$ cat src/rtl/irq_vector_pkg.sv
// Shared types and helpers for the interrupt vector controller.
package irq_vector_pkg;

    localparam int N_REQ = 8;
    localparam int VEC_W = 3;

    typedef enum logic [1:0] {
        IDLE = 2'd0,
        QUAL = 2'd1,
        PEND = 2'd2,
        SERV = 2'd3
    } state_t;

    // One-hot clear mask for a request index.
    function automatic logic [N_REQ-1:0] onehot8(input logic [VEC_W-1:0] v);
        logic [N_REQ-1:0] one;
        one = {{(N_REQ-1){1'b0}}, 1'b1};
        return one << v;
    endfunction

endpackage

$ cat src/rtl/irq_stable_qual.sv
// Stability qualifier: tracks the candidate encoder code and how many
// consecutive identical samples have been seen. stable flags the sample
// that completes STABLE_CYC matches.
module irq_stable_qual
    import irq_vector_pkg::*;
#(
    parameter int STABLE_CYC = 4
) (
    input  logic             clk,
    input  logic             rst,
    input  logic             clear,
    input  logic [VEC_W-1:0] enc_y,
    input  logic             sample_en,
    output logic             stable,
    output logic [VEC_W-1:0] cand
);

    logic [7:0] cnt;
    logic       match;

    // cnt==0 means no candidate yet, so any code starts a fresh run.
    assign match  = (cnt != 8'd0) && (enc_y == cand);
    assign stable = sample_en && match && (({1'b0, cnt} + 9'd1) == 9'(STABLE_CYC));

    // Candidate register and consecutive-match counter.
    always_ff @(posedge clk) begin
        if (rst) begin
            cnt  <= 8'd0;
            cand <= '0;
        end else if (clear) begin
            cnt  <= 8'd0;
        end else if (sample_en) begin
            if (match) begin
                cnt <= cnt + 8'd1;
            end else begin
                cand <= enc_y;
                cnt  <= 8'd1;
            end
        end
    end

endmodule

$ cat src/rtl/irq_vector_ctrl.sv
// Interrupt vector controller behind an 8-to-3 priority encoder.
// Qualifies the encoder code, latches it as vec, runs irq/ack/eoi and
// pulses a one-hot clear on end-of-interrupt.
// Optional: define IRQ_TIMEOUT_EN to abandon an unacknowledged irq after
// TIMEOUT_CYC cycles in PEND and raise the sticky timeout flag.
//
//   state | meaning
//   IDLE  | encoder enabled, waiting for a consistent request
//   QUAL  | candidate code being checked for STABLE_CYC identical samples
//   PEND  | irq raised, encoder frozen, waiting for ack
//   SERV  | acknowledged, waiting for eoi
module irq_vector_ctrl
    import irq_vector_pkg::*;
#(
    parameter int STABLE_CYC  = 4,
    parameter int TIMEOUT_CYC = 255
) (
    input  logic             clk,
    input  logic             rst,
    input  logic [VEC_W-1:0] enc_y,
    input  logic             enc_gs,
    input  logic             enc_eo,
    output logic             enc_ei,
    output logic             irq,
    output logic [VEC_W-1:0] vec,
    input  logic             ack,
    input  logic             eoi,
    output logic [N_REQ-1:0] clr_req,
    output logic             busy,
    output logic             timeout
);

    // Reject illegal parameter values at elaboration.
    if (STABLE_CYC < 2 || STABLE_CYC > 255) begin : g_bad_stable
        $error("irq_vector_ctrl: STABLE_CYC out of range");
    end
    if (TIMEOUT_CYC < 1 || TIMEOUT_CYC > 65535) begin : g_bad_timeout
        $error("irq_vector_ctrl: TIMEOUT_CYC out of range");
    end

    state_t             state, state_n;
    logic               sample_ok, stable, tmo_fire;
    logic [VEC_W-1:0]   cand;
    logic               enc_ei_n, irq_n, busy_n, timeout_n;
    logic [VEC_W-1:0]   vec_n;
    logic [N_REQ-1:0]   clr_req_n;

    // GS with EO set is an inconsistent encoder output and never qualifies.
    assign sample_ok = ((state == IDLE) || (state == QUAL)) && enc_gs && !enc_eo;

    irq_stable_qual #(.STABLE_CYC(STABLE_CYC)) u_qual (
        .clk       (clk),
        .rst       (rst),
        .clear     (!sample_ok || stable),
        .enc_y     (enc_y),
        .sample_en (sample_ok),
        .stable    (stable),
        .cand      (cand)
    );

`ifdef IRQ_TIMEOUT_EN
    logic [15:0] tmo_cnt;

    // Cycles spent in PEND; zero on every PEND entry.
    always_ff @(posedge clk) begin
        if (rst || state != PEND) tmo_cnt <= 16'd0;
        else                      tmo_cnt <= tmo_cnt + 16'd1;
    end

    assign tmo_fire = (state == PEND) && (tmo_cnt == 16'(TIMEOUT_CYC - 1));
`else
    assign tmo_fire = 1'b0;
`endif

    // State and registered outputs.
    always_ff @(posedge clk) begin
        if (rst) begin
            state   <= IDLE;
            enc_ei  <= 1'b0;
            irq     <= 1'b0;
            vec     <= '0;
            clr_req <= '0;
            busy    <= 1'b0;
            timeout <= 1'b0;
        end else begin
            state   <= state_n;
            enc_ei  <= enc_ei_n;
            irq     <= irq_n;
            vec     <= vec_n;
            clr_req <= clr_req_n;
            busy    <= busy_n;
            timeout <= timeout_n;
        end
    end

    // Next-state decode; ack beats a simultaneous timeout.
    always_comb begin
        state_n = state;
        case (state)
            IDLE: if (sample_ok) state_n = QUAL;
            QUAL: begin
                if (!sample_ok)  state_n = IDLE;
                else if (stable) state_n = PEND;
            end
            PEND: begin
                if (ack)           state_n = SERV;
                else if (tmo_fire) state_n = IDLE;
            end
            SERV: if (eoi) state_n = IDLE;
            default: state_n = IDLE;
        endcase
    end

    // Next values of the registered outputs.
    always_comb begin
        enc_ei_n  = enc_ei;
        irq_n     = irq;
        vec_n     = vec;
        busy_n    = busy;
        timeout_n = timeout;
        clr_req_n = '0;
        case (state)
            IDLE: enc_ei_n = 1'b1;
            QUAL: begin
                enc_ei_n = 1'b1;
                if (stable) begin
                    vec_n    = cand;
                    irq_n    = 1'b1;
                    busy_n   = 1'b1;
                    enc_ei_n = 1'b0;
                end
            end
            PEND: begin
                if (ack) begin
                    irq_n = 1'b0;
                end else if (tmo_fire) begin
                    irq_n     = 1'b0;
                    busy_n    = 1'b0;
                    enc_ei_n  = 1'b1;
                    timeout_n = 1'b1;
                end
            end
            SERV: begin
                if (eoi) begin
                    clr_req_n = onehot8(vec);
                    busy_n    = 1'b0;
                    enc_ei_n  = 1'b1;
                end
            end
            default: ;
        endcase
    end

endmodule
$ cat config.mk
export PLATFORM = sky130hd
export DESIGN_NAME = irq_vector_ctrl
export DESIGN_NICKNAME = d
export VERILOG_FILES = /design/src/rtl/irq_vector_pkg.sv /design/src/rtl/irq_stable_qual.sv /design/src/rtl/irq_vector_ctrl.sv
export SDC_FILE = /design/constraint.sdc
export NUM_CORES = 1
export LEC_CHECK = 0
export CORE_MARGIN = 2
export CORE_UTILIZATION = 36
export CTS_BUF_LIST = sky130_fd_sc_hd__clkbuf_8 sky130_fd_sc_hd__clkbuf_16
export CTS_CLUSTER_DIAMETER = 50
export DETAILED_ROUTE_END_ITERATION = 7
export PLACE_DENSITY = 0.58
export SYNTH_ARGS = -nofsm -noshare
export SYNTH_HDL_FRONTEND = slang
export SYNTH_SLANG_ARGS = --single-unit
$ cat constraint.sdc
create_clock -name clk -period 2.9 [get_ports clk]
set_input_delay 0.58 -clock clk [delete_from_list [all_inputs] [get_ports clk]]
set_output_delay 0.58 -clock clk [all_outputs]
set_load 0.02 [all_outputs]
==> reports/qor.yml <==
floorplanning:
  core.rowCount: 21
  die_h_um: 62
  dieWidth_um: 62
  io_pins: 24
  start_util_pct: 36.9
  dieArea_um2: 3840
  core_area_um2: 3280
routing:
  viasPerCell: 4.80
  ant_nets: 0
  drtPass1Iterations: 5
  vias: 940
  wire_per_inst_um: 11.9
  post-route-drc-count: 0
  drt_iter0_drc: 30
  routed_wl_mm: 2.33
run:
  maxCapViolCount: 0
placed_design:
  port-buffer-count: 22
  place.gp.congestion: 0.790
  dp_hpwl_mm: 1.79
  placed_area_um2: 1460
yosys:
  synth_nets: 139
  dominantRegCellSynth: "dfxtp_1"
  yosys_warnings: 0
  synthArstFlopShare_pct: 0
  syn_inst: 128
  synth_edf_count: 0
  avgSynthCellArea_um2: 9.46
  synth-seq-cells: 27
  synth_area_um2: 1210
  ys_types: 43
  ys_seq_area_share_pct: 44.6
grt:
  grt_use_total_pct: 14.0
  grt_max_degree: 16
  grt_overflow: 0
  antenna_found_initial: 0
  grt_pass1_wl_mm: 4.00
  grt_pass1_vias: 862
sta:
  rsz0062_at_grt: "no"
  slew_headroom_pct: 63.6
  hold_viol: 0
  tns_ns: 0
  min_period_ns: 1.95
  final_max_slew_viol_count: 0
  setup_viol: 0
  finalClockSkew_ns: 0.00764
  post-route-period-util_pct: 67.1
  fmax_mhz: 514
  worst-slew-pin-transition_ns: 0.545
clocking:
  path_clk_slew_ns: 0.09
  ctsHoldBuffers: 0
  cts_sinks: 27
  numCtsBuffers: 3
  clk_latency_ns: 0.27
  clock_path_buffers: 2
  cts_tree: "built"
  clock-root-buffer: "clkbuf_8"
  post-cts-setup-buffers: 0
  cts.repair.resized: 0
  htree_levels: 1
finish:
  final_area_um2: 1510
  areaGrowthSynthToFinish_pct: 24.5
  drive_gt1_share_pct: 10.7
  final_common_cell: "dfxtp_1"
  mostFrequentLayoutCells: "dfxtp_1 (27), clkdlybuf4s50_1 (22), nor2_1 (17)"
  num_antenna_cells: 0
  num-nets-final: 162
power_and_ir_drop:
  p_per_area_nw_per_um2: 420
  leakagePower_nw: 0.496
  finalPower_mw: 0.633
  ir_drop_mv: 0.173
critical_path:
  cp_num_buf_inv: 1
  worst-path-max-fanout: 7
  cpLargestDelayFamily: "buffers and inverters"
  crit_path_top_delay_cell: "clkdlybuf4s50_1"
  worstSetupEndpointType: "output port"
  max_stage_delay_ns: 0.65
  start_kind: "flip-flop"
  r2r_slack_ns: 1.21
  worstSetupPathType: "flip-flop to output port"
  crit_required_ns: 2.32
  cp.arrival_ns: 1.37
  path_cells: "clkdlybuf4s50_1"
min_path:
  hold_path_class: "flip-flop to flip-flop"
status:
  status: "finished clean"
==> worst reg2reg max path: cells and delay by family, from the launching register on <==
kind | cells | cell delay, ns
adder cells (fa/ha/maj) | 1 | 0.20
AND/OR/NAND/NOR | 2 | 0.35
AO/OA/AOI/OAI | 2 | 0.52
buffers and inverters | 1 | 0.07
flip-flops | 1 | 0.45
==> power by group <==
group          switching, mW  total (mW)  internal, mW  leakage, nW
sequential           0.00377       0.378         0.374        0.218
combinational         0.0222      0.0436        0.0214        0.252
clock                  0.115       0.211        0.0961       0.0255
==> flip-flops by register name, indices dropped and copies added (netlist names), named ones only <==
name / count
enc_ei: 1
clr_req: 8
state: 1
irq: 1
vec: 3
busy: 1
u_qual.cnt: 8
u_qual.cand: 3
==> Yosys cell counts, types with 2 or more instances <==
master    instances  area [um2]
nand3_1           5        25.0
a21oi_1           7        35.0
nor2b_1           2        12.5
xor2_1            3        26.3
mux2i_1           3        30.0
xnor2_1           5        43.8
nand2b_1          2        12.5
nand4_1           3        18.8
nor3_1            2        10.0
inv_1             5        18.8
o31ai_1           2        15.0
nor2_1           17        63.8
o21ai_0           3        15.0
ha_1              2        25.0
dfxtp_1          27         541
nand2_1          13        48.8
==> routing by layer <==
layer / up-vias / GRT usage (%) / wire length [um]
li1: 484 / - / -
met1: 433 / 17.5 / 1020
met2: 21 / 24.3 / 1220
met3: 2 / 2.48 / 73
met4: 0 / 4.56 / 20
met5: - / 0 / 0
==> path summary, 6_finish.rpt <==
| path | start | end | cells after the start |
|---|---|---|---|
| worst max-delay path | vec[0]$_SDFFE_PP0P_ | vec[0] | 1 |
| worst min-delay path | irq$_SDFFE_PP0P_ | irq$_SDFFE_PP0P_ | 2 |
| worst max register to register | u_qual.cnt[0]$_SDFFE_PP0N_ | vec[0]$_SDFFE_PP0P_ | 6 |
| worst min register to register | irq$_SDFFE_PP0P_ | irq$_SDFFE_PP0P_ | 2 |
==> kinds of logic (layout without fill, tap and decap cells) <==
group                    Yosys count  in the layout  synth area share, %
AO/OA/AOI/OAI                     19             19                 10.4
flip-flops                        27             27                 44.6
buffers and inverters              9             31                 3.82
XOR/XNOR                           8              8                 5.79
adder cells (fa/ha/maj)            2              2                 2.07
AND/OR/NAND/NOR                   59             59                 30.5
other                              1              1                0.310
multiplexers                       3              3                 2.48
==> metrics by stage <==
| step | util [%] | hold slack [ns] | setup slack [ns] | std cells |
|---|---|---|---|---|
| floorplan | - | 0.471 | 1.34 | 128 |
| global placement | 44.5 | 0.451 | 0.767 | 192 |
| detailed placement | 44.5 | 0.452 | 0.738 | 192 |
| CTS | 45.9 | 0.464 | 0.943 | 196 |
| global route | 45.9 | 0.493 | 0.878 | 196 |
| finish | 45.9 | 0.464 | 0.955 | 196 |
==> layout make-up <==
class / count / area, um2
Sequential cell: 27 / 541
Multi-Input combinational cell: 92 / 624
Clock inverter: 1 / 5.00
Tap cell: 46 / 57.6
Clock buffer: 3 / 41.3
Inverter: 5 / 18.8
Fill cell: 326 / 1780
Timing Repair Buffer: 22 / 220
(Power assumes the default switching activity.)
